File: config.mk
export PLATFORM = sky130hd
export DESIGN_NAME = matrix_loader
export DESIGN_NICKNAME = d
export VERILOG_FILES = /design/src/rtl/mm_pkg.sv /design/src/rtl/bank_scatter.sv /design/src/rtl/matrix_loader.sv
export SDC_FILE = /design/constraint.sdc
export NUM_CORES = 1
export LEC_CHECK = 0
export ABC_AREA = 1
export CORE_ASPECT_RATIO = 0.75
export CORE_MARGIN = 2
export CORE_UTILIZATION = 53
export CTS_CLUSTER_SIZE = 14
export DETAILED_ROUTE_END_ITERATION = 16
export GPL_TIMING_DRIVEN = 0
export PLACE_DENSITY = 0.85
export SLEW_MARGIN = 20
export SYNTH_ARGS = -nofsm -noshare
export SYNTH_HDL_FRONTEND = slang
export SYNTH_SLANG_ARGS = --single-unit
File: constraint.sdc
create_clock -name clk -period 3.3 [get_ports clk]
set_input_delay 0.33 -clock clk [delete_from_list [all_inputs] [get_ports clk]]
set_output_delay 0.33 -clock clk [all_outputs]
set_load 0.1 [all_outputs]
File: src/rtl/mm_pkg.sv
// -----------------------------------------------------------------------------
// mm_pkg
// Shared definitions for the matrix multiplier front-end and its controller.
//   mm_state_t  : loader FSM state encoding
//   clog2_min1  : $clog2 that never returns 0, so degenerate sizes still give
//                 a legal 1-bit vector
//   a_aw / b_aw : address widths of one A bank / one B bank
//   A_AW / B_AW : those widths for the default 3x3x3, 3-bank configuration
// -----------------------------------------------------------------------------
package mm_pkg;

    typedef enum logic [2:0] {
        ST_IDLE    = 3'd0,
        ST_LOAD_A  = 3'd1,
        ST_LOAD_B  = 3'd2,
        ST_RUN     = 3'd3,
        ST_RELEASE = 3'd4
    } mm_state_t;

    function automatic int clog2_min1(input int value);
        return (value > 1) ? $clog2(value) : 1;
    endfunction

    // Each A bank holds M/N_BANKS rows of K elements.
    function automatic int a_aw(input int m, input int k, input int n_banks);
        return clog2_min1(m / n_banks * k);
    endfunction

    // Each B bank holds K rows of N/N_BANKS columns.
    function automatic int b_aw(input int k, input int n, input int n_banks);
        return clog2_min1(k * n / n_banks);
    endfunction

    localparam int A_AW = a_aw(3, 3, 3);
    localparam int B_AW = b_aw(3, 3, 3);

endpackage

File: src/rtl/bank_scatter.sv
// -----------------------------------------------------------------------------
// bank_scatter
// Registers one element write into a set of banked BRAMs: a one-hot strobe for
// the selected bank, that bank's address inserted into its slice of the packed
// address bus (all other slices 0), and the shared write data.
// Ports:
//   clk, rst      : clock, asynchronous active-high reset
//   wr_en         : write this cycle
//   bank          : target bank index
//   addr          : address within the target bank
//   din           : element value
//   we            : registered one-hot strobe, high for one cycle per write
//   addr_packed   : registered packed addresses, bank b in slice b
//   dout          : registered write data (holds between writes)
// -----------------------------------------------------------------------------
module bank_scatter #(
    parameter int DATA_WIDTH = 16,
    parameter int N_BANKS    = 3,
    parameter int AW         = 2,
    parameter int BW         = 2
) (
    input  logic                    clk,
    input  logic                    rst,
    input  logic                    wr_en,
    input  logic [BW-1:0]           bank,
    input  logic [AW-1:0]           addr,
    input  logic [DATA_WIDTH-1:0]   din,
    output logic [N_BANKS-1:0]      we,
    output logic [N_BANKS*AW-1:0]   addr_packed,
    output logic [DATA_WIDTH-1:0]   dout
);

    logic [N_BANKS-1:0]    we_next;
    logic [N_BANKS*AW-1:0] addr_next;

    for (genvar gi = 0; gi < N_BANKS; gi++) begin : g_bank
        assign we_next[gi]               = wr_en && (bank == BW'(gi));
        assign addr_next[gi*AW +: AW]    = we_next[gi] ? addr : '0;
    end

    always_ff @(posedge clk or posedge rst) begin
        if (rst) begin
            we          <= '0;
            addr_packed <= '0;
            dout        <= '0;
        end else begin
            we          <= we_next;
            addr_packed <= addr_next;
            if (wr_en) begin
                dout <= din;
            end
        end
    end

endmodule

File: src/rtl/matrix_loader.sv
// -----------------------------------------------------------------------------
// matrix_loader
// Streaming front-end for the matrix multiplier. Accepts A (MxK, row-major)
// then B (KxN, row-major) as one valid/ready stream, scatters each element into
// the banked A/B BRAMs, then holds mm_start until the controller finishes.
// Ports:
//   clk, rst                   : clock, asynchronous active-high reset
//   load_start                 : begin a new load (only honoured in IDLE)
//   s_valid/s_ready/s_data     : element stream; s_last marks the final B element
//   we_a_brams/addr_a_brams/din_a : A bank writes (bank = m % N_BANKS)
//   we_b_brams/addr_b_brams/din_b : B bank writes (bank = n % N_BANKS)
//   mm_start / mm_done         : level handshake with the multiply controller
//   busy                       : any state other than IDLE
//   load_done                  : one-cycle pulse after a completed run
//   frame_err                  : sticky framing error, cleared by load_start
// -----------------------------------------------------------------------------
module matrix_loader
    import mm_pkg::*;
#(
    parameter int DATA_WIDTH = 16,
    parameter int M          = 3,
    parameter int K          = 3,
    parameter int N          = 3,
    parameter int N_BANKS    = 3,
    localparam int AW_A      = a_aw(M, K, N_BANKS),
    localparam int AW_B      = b_aw(K, N, N_BANKS)
) (
    input  logic                        clk,
    input  logic                        rst,
    input  logic                        load_start,
    input  logic                        s_valid,
    output logic                        s_ready,
    input  logic [DATA_WIDTH-1:0]       s_data,
    input  logic                        s_last,
    output logic [N_BANKS-1:0]          we_a_brams,
    output logic [N_BANKS*AW_A-1:0]     addr_a_brams,
    output logic [DATA_WIDTH-1:0]       din_a,
    output logic [N_BANKS-1:0]          we_b_brams,
    output logic [N_BANKS*AW_B-1:0]     addr_b_brams,
    output logic [DATA_WIDTH-1:0]       din_b,
    output logic                        mm_start,
    input  logic                        mm_done,
    output logic                        busy,
    output logic                        load_done,
    output logic                        frame_err
);

    localparam int MW = clog2_min1(M);
    localparam int KW = clog2_min1(K);
    localparam int NW = clog2_min1(N);
    localparam int BW = clog2_min1(N_BANKS);
    localparam int CW = clog2_min1(N / N_BANKS);

    mm_state_t         state_reg;

    // A position: (m,k) plus the bank and the row-group base (m/N_BANKS)*K,
    // both tracked incrementally so no division is needed.
    logic [MW-1:0]     a_m_reg;
    logic [KW-1:0]     a_k_reg;
    logic [BW-1:0]     a_bank_reg;
    logic [AW_A-1:0]   a_base_reg;

    // B position: (k,n) plus bank = n%N_BANKS, column-in-bank n/N_BANKS and
    // row base k*(N/N_BANKS).
    logic [KW-1:0]     b_k_reg;
    logic [NW-1:0]     b_n_reg;
    logic [BW-1:0]     b_bank_reg;
    logic [CW-1:0]     b_col_reg;
    logic [AW_B-1:0]   b_base_reg;

    logic              frame_err_reg;
    logic              load_done_reg;

    logic              accept;
    logic              a_row_end, a_last, b_row_end, b_last;

    assign s_ready   = (state_reg == ST_LOAD_A) || (state_reg == ST_LOAD_B);
    assign busy      = (state_reg != ST_IDLE);
    assign mm_start  = (state_reg == ST_RUN);
    assign load_done = load_done_reg;
    assign frame_err = frame_err_reg;

    assign accept    = s_valid && s_ready;
    assign a_row_end = (a_k_reg == KW'(K - 1));
    assign a_last    = a_row_end && (a_m_reg == MW'(M - 1));
    assign b_row_end = (b_n_reg == NW'(N - 1));
    assign b_last    = b_row_end && (b_k_reg == KW'(K - 1));

    always_ff @(posedge clk or posedge rst) begin
        if (rst) begin
            state_reg     <= ST_IDLE;
            a_m_reg       <= '0;
            a_k_reg       <= '0;
            a_bank_reg    <= '0;
            a_base_reg    <= '0;
            b_k_reg       <= '0;
            b_n_reg       <= '0;
            b_bank_reg    <= '0;
            b_col_reg     <= '0;
            b_base_reg    <= '0;
            frame_err_reg <= 1'b0;
            load_done_reg <= 1'b0;
        end else begin
            load_done_reg <= 1'b0;
            case (state_reg)
                ST_IDLE: begin
                    if (load_start) begin
                        state_reg     <= ST_LOAD_A;
                        frame_err_reg <= 1'b0;
                        a_m_reg       <= '0;
                        a_k_reg       <= '0;
                        a_bank_reg    <= '0;
                        a_base_reg    <= '0;
                        b_k_reg       <= '0;
                        b_n_reg       <= '0;
                        b_bank_reg    <= '0;
                        b_col_reg     <= '0;
                        b_base_reg    <= '0;
                    end
                end
                ST_LOAD_A: begin
                    if (accept) begin
                        // s_last can never be legal inside A, even on its last element.
                        if (s_last) begin
                            frame_err_reg <= 1'b1;
                            state_reg     <= ST_IDLE;
                        end else if (a_last) begin
                            state_reg <= ST_LOAD_B;
                        end
                        if (a_row_end) begin
                            a_k_reg <= '0;
                            a_m_reg <= a_m_reg + 1'b1;
                            if (a_bank_reg == BW'(N_BANKS - 1)) begin
                                a_bank_reg <= '0;
                                a_base_reg <= a_base_reg + AW_A'(K);
                            end else begin
                                a_bank_reg <= a_bank_reg + 1'b1;
                            end
                        end else begin
                            a_k_reg <= a_k_reg + 1'b1;
                        end
                    end
                end
                ST_LOAD_B: begin
                    if (accept) begin
                        if (b_last) begin
                            // A missing s_last is flagged but the run still starts.
                            state_reg <= ST_RUN;
                            if (!s_last) begin
                                frame_err_reg <= 1'b1;
                            end
                        end else if (s_last) begin
                            frame_err_reg <= 1'b1;
                            state_reg     <= ST_IDLE;
                        end
                        if (b_row_end) begin
                            b_n_reg    <= '0;
                            b_bank_reg <= '0;
                            b_col_reg  <= '0;
                            b_k_reg    <= b_k_reg + 1'b1;
                            b_base_reg <= b_base_reg + AW_B'(N / N_BANKS);
                        end else begin
                            b_n_reg <= b_n_reg + 1'b1;
                            if (b_bank_reg == BW'(N_BANKS - 1)) begin
                                b_bank_reg <= '0;
                                b_col_reg  <= b_col_reg + 1'b1;
                            end else begin
                                b_bank_reg <= b_bank_reg + 1'b1;
                            end
                        end
                    end
                end
                ST_RUN: begin
                    if (mm_done) begin
                        state_reg <= ST_RELEASE;
                    end
                end
                ST_RELEASE: begin
                    if (!mm_done) begin
                        state_reg     <= ST_IDLE;
                        load_done_reg <= 1'b1;
                    end
                end
                default: begin
                    state_reg <= ST_IDLE;
                end
            endcase
        end
    end

    bank_scatter #(
        .DATA_WIDTH (DATA_WIDTH),
        .N_BANKS    (N_BANKS),
        .AW         (AW_A),
        .BW         (BW)
    ) u_scatter_a (
        .clk         (clk),
        .rst         (rst),
        .wr_en       (accept && (state_reg == ST_LOAD_A)),
        .bank        (a_bank_reg),
        .addr        (a_base_reg + AW_A'(a_k_reg)),
        .din         (s_data),
        .we          (we_a_brams),
        .addr_packed (addr_a_brams),
        .dout        (din_a)
    );

    bank_scatter #(
        .DATA_WIDTH (DATA_WIDTH),
        .N_BANKS    (N_BANKS),
        .AW         (AW_B),
        .BW         (BW)
    ) u_scatter_b (
        .clk         (clk),
        .rst         (rst),
        .wr_en       (accept && (state_reg == ST_LOAD_B)),
        .bank        (b_bank_reg),
        .addr        (b_base_reg + AW_B'(b_col_reg)),
        .din         (s_data),
        .we          (we_b_brams),
        .addr_packed (addr_b_brams),
        .dout        (din_b)
    );

endmodule
# --- Yosys cells after proc, flatten, opt, wreduce, memory -nomap -nowiden ---
# Cells that the tools add are included.
# W data, S select, Z words.
word_totals:
  input_bits: 22
  regBits: 72
  elab_cells: 137
  output_inout_bits: 55
op_classes:
  eq_ne: 24
  n_mux: 57
  reduce_logical: 27
  add_sub_neg: 11
ops:
  columns: ["op", "count"]
  rows:
  - ["$mux W2", 26]
  - ["$pmux W2 S2", 8]
  - ["$mux W3", 9]
  - ["$pmux W3 S5", 1]
  - ["$add A2 B1 Y2 const B", 7]
  - ["$eq A2 B2 Y1 const B", 6]
  - ["$ne A2 B2 Y1 const B", 6]
  - ["$reduce_and A4 Y1", 3]
  - ["$logic_and A1 B1 Y1", 11]
  - ["$mux W1", 11]
  - ["$reduce_and A5 Y1", 2]
  - ["$ne A3 B3 Y1 const B", 3]
  - ["$reduce_and A7 Y1", 1]
  - ["$eq A3 B2 Y1 const B", 2]
  - ["$reduce_and A3 Y1", 2]
  - ["$reduce_bool A3 Y1", 2]
  - ["$eq A2 B1 Y1 const B", 2]
  - ["$logic_not A2 Y1", 2]
  - ["$ne A2 B1 Y1 const B", 2]
  - ["$reduce_bool A2 Y1", 2]
  - ["$eq A3 B1 Y1 const B", 1]
  - ["$eq A3 B3 Y1 const B", 1]
  - ["$logic_not A3 Y1", 1]
  - ["$ne A3 B2 Y1 const B", 1]
  - ["7 further kinds", 7]

# --- Depth between registers and ports, before layout ---
# Gate-level depths: netlist (run 1).
depth:
  word_depth: 6
  mapped_depth: 10
  depth_no_buf: 9

# --- Cells and area by module ---
# A second synthesis (run 1) with hierarchy kept.
hier_totals:
  cells_unflattened: 370
  area_unflattened_um2: 3153.0
modules_own_cells:
  columns: ["mod", "n_inst", "area_each_um2", "cells_per_inst"]
  rows:
  - ["bank_scatter", 2, 909.6, 95]
  - ["matrix_loader", 1, 1333.8, 180]

# --- Worst setup path after synthesis (run 1) ---
# Ideal clock, no wire load.
synth_path:
  path_kind: "reg2reg"
  start: "register state_reg[1]"
  end: "register state_reg[2]"
  arrival_ns: 2.366
  period_less_slack_ns: 2.488
  setup_slack_ns: 0.812
  setup_ns: 0.122
  path_stages_with_launch: 9
  t_required_ns: 3.178
  cell_sequence: "dfrtp_1 -> buf_4 -> nand2_1 -> nor2_1 -> nand2_1 -> nand3_1 -> nor2_1 -> nand2_1 -> nand2_1"
synth_via:
  elab_cells_between_ends: 16
  cone_classes: "11 x eq/ne; 1 x mux; 4 x reduce/logical"
synth_rtl:
  columns: ["element", "line", "text"]
  rows:
  - ["from (decl)", "matrix_loader.sv:54", "mm_state_t state_reg;"]
  - ["from (signal assigned)", "matrix_loader.sv:91", "state_reg <= ST_IDLE;"]
  - ["from (signal assigned)", "matrix_loader.sv:108", "state_reg <= ST_LOAD_A;"]
  - ["from (signal assigned)", "matrix_loader.sv:126", "state_reg <= ST_IDLE;"]
  - ["$eq A3 B2 Y1 *", null, null]
  - ["named net mm_start", "matrix_loader.sv:41", "output logic mm_start,"]
  - ["$ne A2 B1 Y1 (no source line)", null, null]
  - ["$reduce_and A7 Y1 (no source line)", null, null]
# Mark *: on every way through the listed nets, which the timed path passes. The rest lies on a longest branch.
# A chain may end at the register's enable or synchronous reset.

# --- Final worst setup path (run 1) ---
layout_path:
  start: "register state_reg[1]"
  end: "output port s_ready"
layout_via:
  elab_chain_len: 2
  elab_cells_between_ends: 3
  cone_classes: "2 x eq/ne; 1 x reduce/logical"
layout_lines:
  columns: ["element", "line", "text"]
  rows:
  - ["$eq A3 B1 Y1 or $eq A3 B2 Y1 (tied branches)", "matrix_loader.sv:77", "assign s_ready = (state_reg == ST_LOAD_A) || (state_reg == ST_LOAD_B);"]
  - ["$logic_or A1 B1 Y1 *", "matrix_loader.sv:77", null]
  - ["to (decl)", "matrix_loader.sv:32", "output logic s_ready,"]
# Mark *: on every way between the ends. The rest lies on a longest branch, timed or not.

==> results.toml, run 1 <==
[outcome]
status = "finished, final reports clean"

[die]
initial_core_util = 0.542
fp.dieArea_um2 = 6500
die_h_um = 70.3
io_pins = 77
design.core.area_um2 = 5740
die_w_um = 92.4
std_cell_rows = 24

[synthesis]
ys_warn_count = 0
synth_cell_types = 27
yosysTopAreaCell = "dfrtp_1"
ys.flop_type = "dfrtp_1"
synth-seq-area-share = 0.580
ys_ff_latch = 72
synth_edf_count = 0
synth.top_cells.by_area = "dfrtp_1, nand2_1, o21ai_0"
avgSynthCellArea_um2 = 9.11
syn-cell-area_um2 = 3110
synthesis.nets = 367
synthCells = 341
netlist.area_leader.share = 0.580
async_reset_ff_frac = 1.00

[sta]
relSlewSlack = 0.321
max_freq_mhz = 372
skew_ps = 5.92
tightest_slew_ps = 1020
hold_viol_final = 0
holdWs_ps = 299
fin_crit_sh = 0.815
drv_slew = 0
fin_crit_ps = 2690
rsz0062_at_grt = "no"
tns_ps = 0
setup_viol_count_final = 0

[worst_setup_path]
arrival_ps = 2360
r2r_slack_ps = 1710
start_kind = "register"
critPathMaxFanout = 10
crit_type = "register to output pin"
reg2reg_to = "u_scatter_b.dout[4]"
required_ps = 2970
r2r_start = "state_reg[0]"
cp-end-kind = "output pin"
reg2reg_depth = 7

[cells_and_area]
fillers = 413
drive_gt1_frac = 0.0991
nets = 455
stdcell_area_um2 = 4240
regArea_um2 = 1800
area_growth_pct = 36.5
biggestRegsByFlops = "u_scatter_a.dout (16), u_scatter_b.dout (16)"
fin_util = 0.739
multi_input_area_um2 = 1050
diodes = 0

[placed_design]
hpwl_um = 5250
numPortBuffers = 76
placed_cell_area_um2 = 4000
place_congestion = 0.847

[routing]
drt_wl_total_um = 7450
wl_per_cell_um = 14.5
drt_iter0_drc = 214
post-route-drc-count = 0
dr.pass1.iters = 4
viasPerCell = 5.13
antenna_left = 0
vias = 2629

[global_routing]
grt_usage = 0.246
grt_max_degree = 46
grt_pass1_vias = 2581
gr-total-overflow = 0
grt_pass1_wl_um = 12200
grt_antenna_before_repair = 0

[clocking]
cts_made_buffers = 9
hold_buffers = 0
clock_sinks = 72
clk_latency_ps = 360
post_cts_resized = 0
clockBufferDepth = 2
htreeDepth = 3
cts_tree = "built"
root_buffer = "clkbuf_8"
postCtsSetupRepairBufs = 0
path_clk_slew_ps = 80

[run]
cap_violations = 0

[hold_path]
hold_path_class = "input port to asynchronous set/reset pin"
-- placed cells by master (no fill, tap or decap) --
cell,count
ha_1,4
nor3_1,7
xnor2_1,3
dfrtp_1,72
nand4_1,5
nor2_8,1
buf_6,3
inv_1,44
nand2_2,4
xor2_1,2
nor2_1,26
o21ai_0,46
nand2_4,3
nor2_4,1
o21ai_4,1
inv_4,2
nor4_1,2
nand3_1,16
clkbuf_1,2
buf_4,1
o21ai_1,3
buf_2,5
clkbuf_8,10
clkinv_2,1
or2_1,1
nor3_2,3
buf_16,1
inv_2,3
bufinv_16,3
a21oi_1,2
clkinv_4,1
nand2_1,80
clkdlybuf4s50_1,76
-- stage by stage --
step	worst slack (ps)	instances
after floorplan	812	341
after detailed placement	990	496
after global placement	53.0	495
final	612	512
after CTS	601	512
after global routing	485	512
-- per-layer routing --
| layer | vias to the layer above | GRT usage | routed length (µm) |
|---|---|---|---|
| met1 | 1273 | 0.308 | 3200 |
| met3 | 16 | 0.0949 | 470 |
| met2 | 82 | 0.396 | 3640 |
| li1 | 1258 | - | - |
| met5 | - | 0 | 0 |
| met4 | 0 | 0.0779 | 136 |
-- cells by family after synthesis --
| kind of cell | count (synthesis) | synth area share |
|---|---|---|
| simple gates | 149 | 0.220 |
| flops | 72 | 0.580 |
| buf+inv | 59 | 0.0826 |
| compound gates | 52 | 0.0874 |
| xor+xnor | 5 | 0.0141 |
| fa+ha+maj | 4 | 0.0161 |
-- Yosys cell counts (all sizes together) (3+ instances only) --
library cell,n
ha,4
nand2,87
dfrtp,72
o21ai,50
nand3,16
nor2,28
inv,49
nor3,10
nand4,5
buf,9
xnor2,3
-- worst max-delay path: stages (launching register included) --
cell,delay (ps)
dfrtp_1,360
buf_4,190
a21oi_1,200
nand2_1,70
inv_1,70
clkdlybuf4s50_1,1120
-- cell type report --
type | count | area share
inverter | 49 | 0.0446
multi-input combinational | 210 | 0.247
clock inverter | 5 | 0.0245
tap | 78 | 0.0230
timing repair buffer | 77 | 0.186
buffer | 10 | 0.0165
sequential | 72 | 0.425
clock buffer | 11 | 0.0333
-- worst max-delay path by stage --
stage	start	to	slack [ps]	cells past startpoint
4_1_cts	state_reg[1]	s_ready	600	5
2_1_floorplan	state_reg[1]	state_reg[2]	810	8
5_1_grt	state_reg[1]	s_ready	490	6
3_3_place_gp	rst	a_bank_reg[1]	50	2
6_report	state_reg[1]	s_ready	610	5
3_5_place_dp	state_reg[1]	s_ready	990	5
Power of run 1 is not shown: default switching activity piles up to over one toggle a cycle in this logic, so the estimate is an artifact.
==> run 2: changes to the inputs <==
CORE_UTILIZATION = 44   (was 53)
PLACE_DENSITY = 0.75   (was 0.85)
clock period = 2.2 ns   (was 3.3 ns; I/O delays follow)
==> run 2 against run 1 <==
  * Sequential share of layout area increased by 0.60 points
  * Critical path depth fell by 1
  * Hold slack lost 84 ps
  * Largest cell class unchanged
  * Critical endpoint is now busy
  * Highest routed layer unchanged
==> results.toml, run 2 (synthesis results as in run 1) <==
[outcome]
status = "finished, final reports clean"

[worst_setup_path]
crit_chain = "buf_4 -> inv_1 -> nand2_1 -> clkdlybuf4s15_1"
slowest_stage = "clkdlybuf4s15_1"
required_ps = 1980
cp_num_cells = 4
reg2reg_depth = 6
cp_num_buf_inv = 3
arrival_ps = 1880
cp_slowest_stage_delay_ps = 820
cp-end-kind = "output pin"
crit_family = "buffers and inverters"
r2r_slack_ps = 660
critPathMaxFanout = 10
start_kind = "register"
crit_type = "register to output pin"

[cells_and_area]
final_common_cell = "nand2_1"
diodes = 0
area_growth_pct = 34.6
biggestRegsByFlops = "u_scatter_a.dout (16), u_scatter_b.dout (16)"
nets = 455
fillers = 578
drive_gt1_frac = 0.106
finalNonFillerCells = 517
final_cell_mix = "nand2_1, clkdlybuf4s50_1, dfrtp_1, o21ai_0, inv_1"

[placed_design]
dp_cells = 502
numPortBuffers = 76
place_congestion = 0.823
hpwl_um = 5140

[global_routing]
grt_pass1_wl_um = 11800
gr-total-overflow = 0
grt_usage = 0.194
grt_antenna_before_repair = 0
grt_max_degree = 46
grt_pass1_vias = 2511

[sta]
skew_ps = 6.95
relSlewSlack = 0.327
drv_slew = 0
fin_crit_sh = 0.954
setup_viol_count_final = 0
rsz0062_at_grt = "no"
holdWs_ps = 216
tightest_slew_ps = 1010
fin_crit_ps = 2100
max_freq_mhz = 477
hold_viol_final = 0

[routing]
antenna_left = 0
dr.pass1.iters = 5
post-route-drc-count = 0
drt_wl_total_um = 6870
vias = 2496
wl_per_cell_um = 13.3
drt_iter0_drc = 97
viasPerCell = 4.83

[die]
design.core.area_um2 = 6830
std_cell_rows = 26
fp.dieArea_um2 = 7760
die_w_um = 101
initial_core_util = 0.455
die_h_um = 76.8
io_pins = 77

[clocking]
hold_buffers = 0
clockBufferDepth = 2
cts_tree = "built"
cts_made_buffers = 9
root_buffer = "clkbuf_8"
clock_sinks = 72
path_clk_slew_ps = 70
clk_latency_ps = 340
htreeDepth = 3
postCtsSetupRepairBufs = 0

[hold_path]
hold_path_class = "input port to asynchronous set/reset pin"

[run]
cap_violations = 0
-- run 2: area by class of cell --
cell class	count	area, µm²	area share
Buffer	10	70.1	0.0168
Multi-Input combinational cell	210	1050	0.251
Clock buffer	11	151	0.0362
Clock inverter	4	28.8	0.00688
Inverter	49	189	0.0452
Tap cell	84	105	0.0251
Sequential cell	72	1800	0.431
Timing Repair Buffer	77	785	0.188
-- run 2: worst paths after layout --
path,start,endpoint
worst max register to register,state_reg[2],u_scatter_b.dout[3]
worst min-delay path,rst,u_scatter_a.dout[2]
worst min register to register,u_scatter_a.dout[4],u_scatter_a.dout[4]
worst max-delay path,state_reg[1],busy
max in group asynchronous,rst,u_scatter_a.we[2]
min in group clk,s_data[8],u_scatter_b.dout[8]
-- run 2: what timing repair did --
action / 4_1_cts / 5_1_grt
pin swaps: 0 / 0
cloned: 0 / 0
resized for setup: 6 / 2
endpoints found under the setup margin: 3 / 2
-- run 2: per-stage QoR --
stage / cell area (µm²) / setup slack (ps) / util / TNS (ps)
4_1_cts: 4190 / 24.1 / 0.613 / 0
3_3_place_gp: 3980 / -975 / 0.582 / -70030
6_report: 4180 / 102 / 0.612 / 0
2_1_floorplan: 3110 / 155 / - / 0
3_5_place_dp: 4010 / -16.3 / 0.586 / -16.3
5_1_grt: 4180 / 11.9 / 0.612 / 0
-- run 2: routing by layer --
layer	track usage	vias to the layer above	wire [µm]
met1	0.265	1170	3270
met5	0	-	0
met2	0.293	55	3180
met3	0.0574	13	335
li1	-	1258	-
met4	0.0716	0	89
Power of run 2 is left out for the same reason.
==> run 3: changes to the inputs <==
ABC_AREA = not set   (was 1)
PLACE_DENSITY = 0.76   (was 0.75)
==> run 3 against run 2 <==
  * Setup slack improved by 9.9 ps
  * Synthesized cell count decreased by 22%
  * Register-to-register slack got worse by 290 ps
  * Global-route usage decreased by 1.0 points
  * Utilization increased by 0.052 points
  * Hold slack got worse by 36 ps
  * Fmax increased by 0.47%
  * Critical endpoint is now mm_start
==> results.toml, run 3 <==
[worst_setup_path]
r2r_start = "state_reg[0]"
crit_end = "mm_start"
r2r_slack_ps = 370
cp-end-kind = "output pin"
reg2reg_depth = 5
required_ps = 1980
reg2reg_to = "u_scatter_b.dout[6]"
critPathMaxFanout = 10
startpoint = "state_reg[0]"
crit_type = "register to output pin"
start_kind = "register"
arrival_ps = 1870

[synthesis]
async_reset_ff_frac = 1.00
synthMuxAreaShare = 0.101
synth_common_cells = "dfrtp_1, nand2_1, mux2_2"
synth-xor-area-share = 0.0201
synthCells = 267
yosys.cell_count.top_type = "dfrtp_1"
avgSynthCellArea_um2 = 11.4
netlist.area_leader.share = 0.592
synth-seq-area-share = 0.592
synthesis.nets = 293
synth.top_cells.by_area = "dfrtp_1, nand2_1, mux2_2"
synth_cell_types = 41
synth_edf_count = 0
yosysTopAreaCell = "dfrtp_1"
syn-cell-area_um2 = 3050
ys_warn_count = 0
ys_ff_latch = 72
synth_compound_area_frac = 0.0501
yosys.area_share.simple = 0.194
yosys.area_share.adder = 0.0164
synth_top_family_by_area = "simple AND/OR/NAND/NOR gates"
ys.flop_type = "dfrtp_1"

[global_routing]
grt_max_degree = 56
grt_usage = 0.184
grt_antenna_before_repair = 0
grt_pass1_wl_um = 10800
grt_pass1_vias = 2146
gr-total-overflow = 0

[sta]
skew_ps = 3.06
tightest_slew_ps = 1010
rsz0062_at_grt = "no"
setup_viol_count_final = 0
hold_viol_final = 0
fin_crit_ps = 2090
holdWs_ps = 180
tns_ps = 0
relSlewSlack = 0.328
max_freq_mhz = 479
drv_slew = 0
fin_crit_sh = 0.949

[hold_path]
hold_path_class = "input port to asynchronous set/reset pin"

[die]
std_cell_rows = 26
fp.dieArea_um2 = 7610
die_w_um = 100
initial_core_util = 0.450
die_h_um = 76.1
io_pins = 77
design.core.area_um2 = 6770

[cells_and_area]
area_growth_pct = 36.1
drive_gt1_frac = 0.153
nets = 381
regArea_um2 = 1800
diodes = 0
multi_input_area_um2 = 1170
biggestRegsByFlops = "u_scatter_a.dout (16), u_scatter_b.dout (16)"
final_cell_mix = "clkdlybuf4s50_1, dfrtp_1, nand2_1, mux2_2, nor2_1"
final_common_cell = "clkdlybuf4s50_1"
fillers = 583

[clocking]
path_clk_slew_ps = 70
root_buffer = "clkbuf_8"
cts_made_buffers = 9
clock_sinks = 72
htreeDepth = 3
postCtsSetupRepairBufs = 0
post_cts_resized = 9
clk_latency_ps = 330
cts_tree = "built"
clockBufferDepth = 2
hold_buffers = 0

[outcome]
status = "finished, final reports clean"

[routing]
wl_per_cell_um = 14.5
post-route-drc-count = 0
antenna_left = 0
drt_wl_total_um = 6450
viasPerCell = 4.93
dr.pass1.iters = 4
vias = 2190
drt_iter0_drc = 37

[placed_design]
hpwl_um = 4620
place_congestion = 0.783
numPortBuffers = 76

[run]
cap_violations = 0
[run 3: worst min-delay path by stage]
stage / start / end / slack, ps
finish: rst / b_k_reg[1] / 180
floorplan: mm_done / load_done / 290
global placement: u_scatter_b.dout[14] / u_scatter_b.dout[14] / 460
CTS: rst / u_scatter_a.addr_packed[2] / 170
global route: rst / u_scatter_a.addr_packed[2] / 190
detailed placement: u_scatter_b.dout[0] / u_scatter_b.dout[0] / 460
[run 3: critical path, stage by stage (launching register included)]
cell             delay (ps)
dfrtp_1                 460
buf_2                   280
inv_1                   120
nor2_1                  120
clkdlybuf4s15_2         560
[run 3: area by class of cell]
cell class	instances	share of cell area
well taps	84	0.0254
clock inverters	5	0.0136
inverters	6	0.00604
plain buffers	10	0.0139
repair buffers	77	0.191
multi-input cells	179	0.281
clock buffers	11	0.0341
flip-flops and latches	72	0.435
[run 3: metal layers]
layer,GRT usage,up-vias,wire (µm)
met4,0.0534,0,66
met3,0.0798,8,482
met5,0,-,0
li1,-,1063,-
met1,0.254,1059,2970
met2,0.265,60,2930
[run 3: cell families (layout without fill, tap and decap cells)]
group                      count (synthesis)  after routing
and+or+nand+nor                          121            121
muxes                                     28             28
DFF                                       72             72
AOI/OAI and AO/OA                         19             19
adders and majority gates                  4              4
buffers and inverters                     16            109
xor gates and xnor gates                   7              7
[run 3: per-stage QoR]
stage | instance area, µm² | setup slack [ps] | utilization | cells
2_1_floorplan | 3050 | 3.83 | - | 267
6_report | 4150 | 112 | 0.613 | 444
4_1_cts | 4150 | 92.3 | 0.613 | 444
3_3_place_gp | 3910 | -1020 | 0.578 | 427
3_5_place_dp | 3940 | -74.1 | 0.583 | 428
5_1_grt | 4150 | 6.27 | 0.613 | 444
Power of run 3 is left out for the same reason.
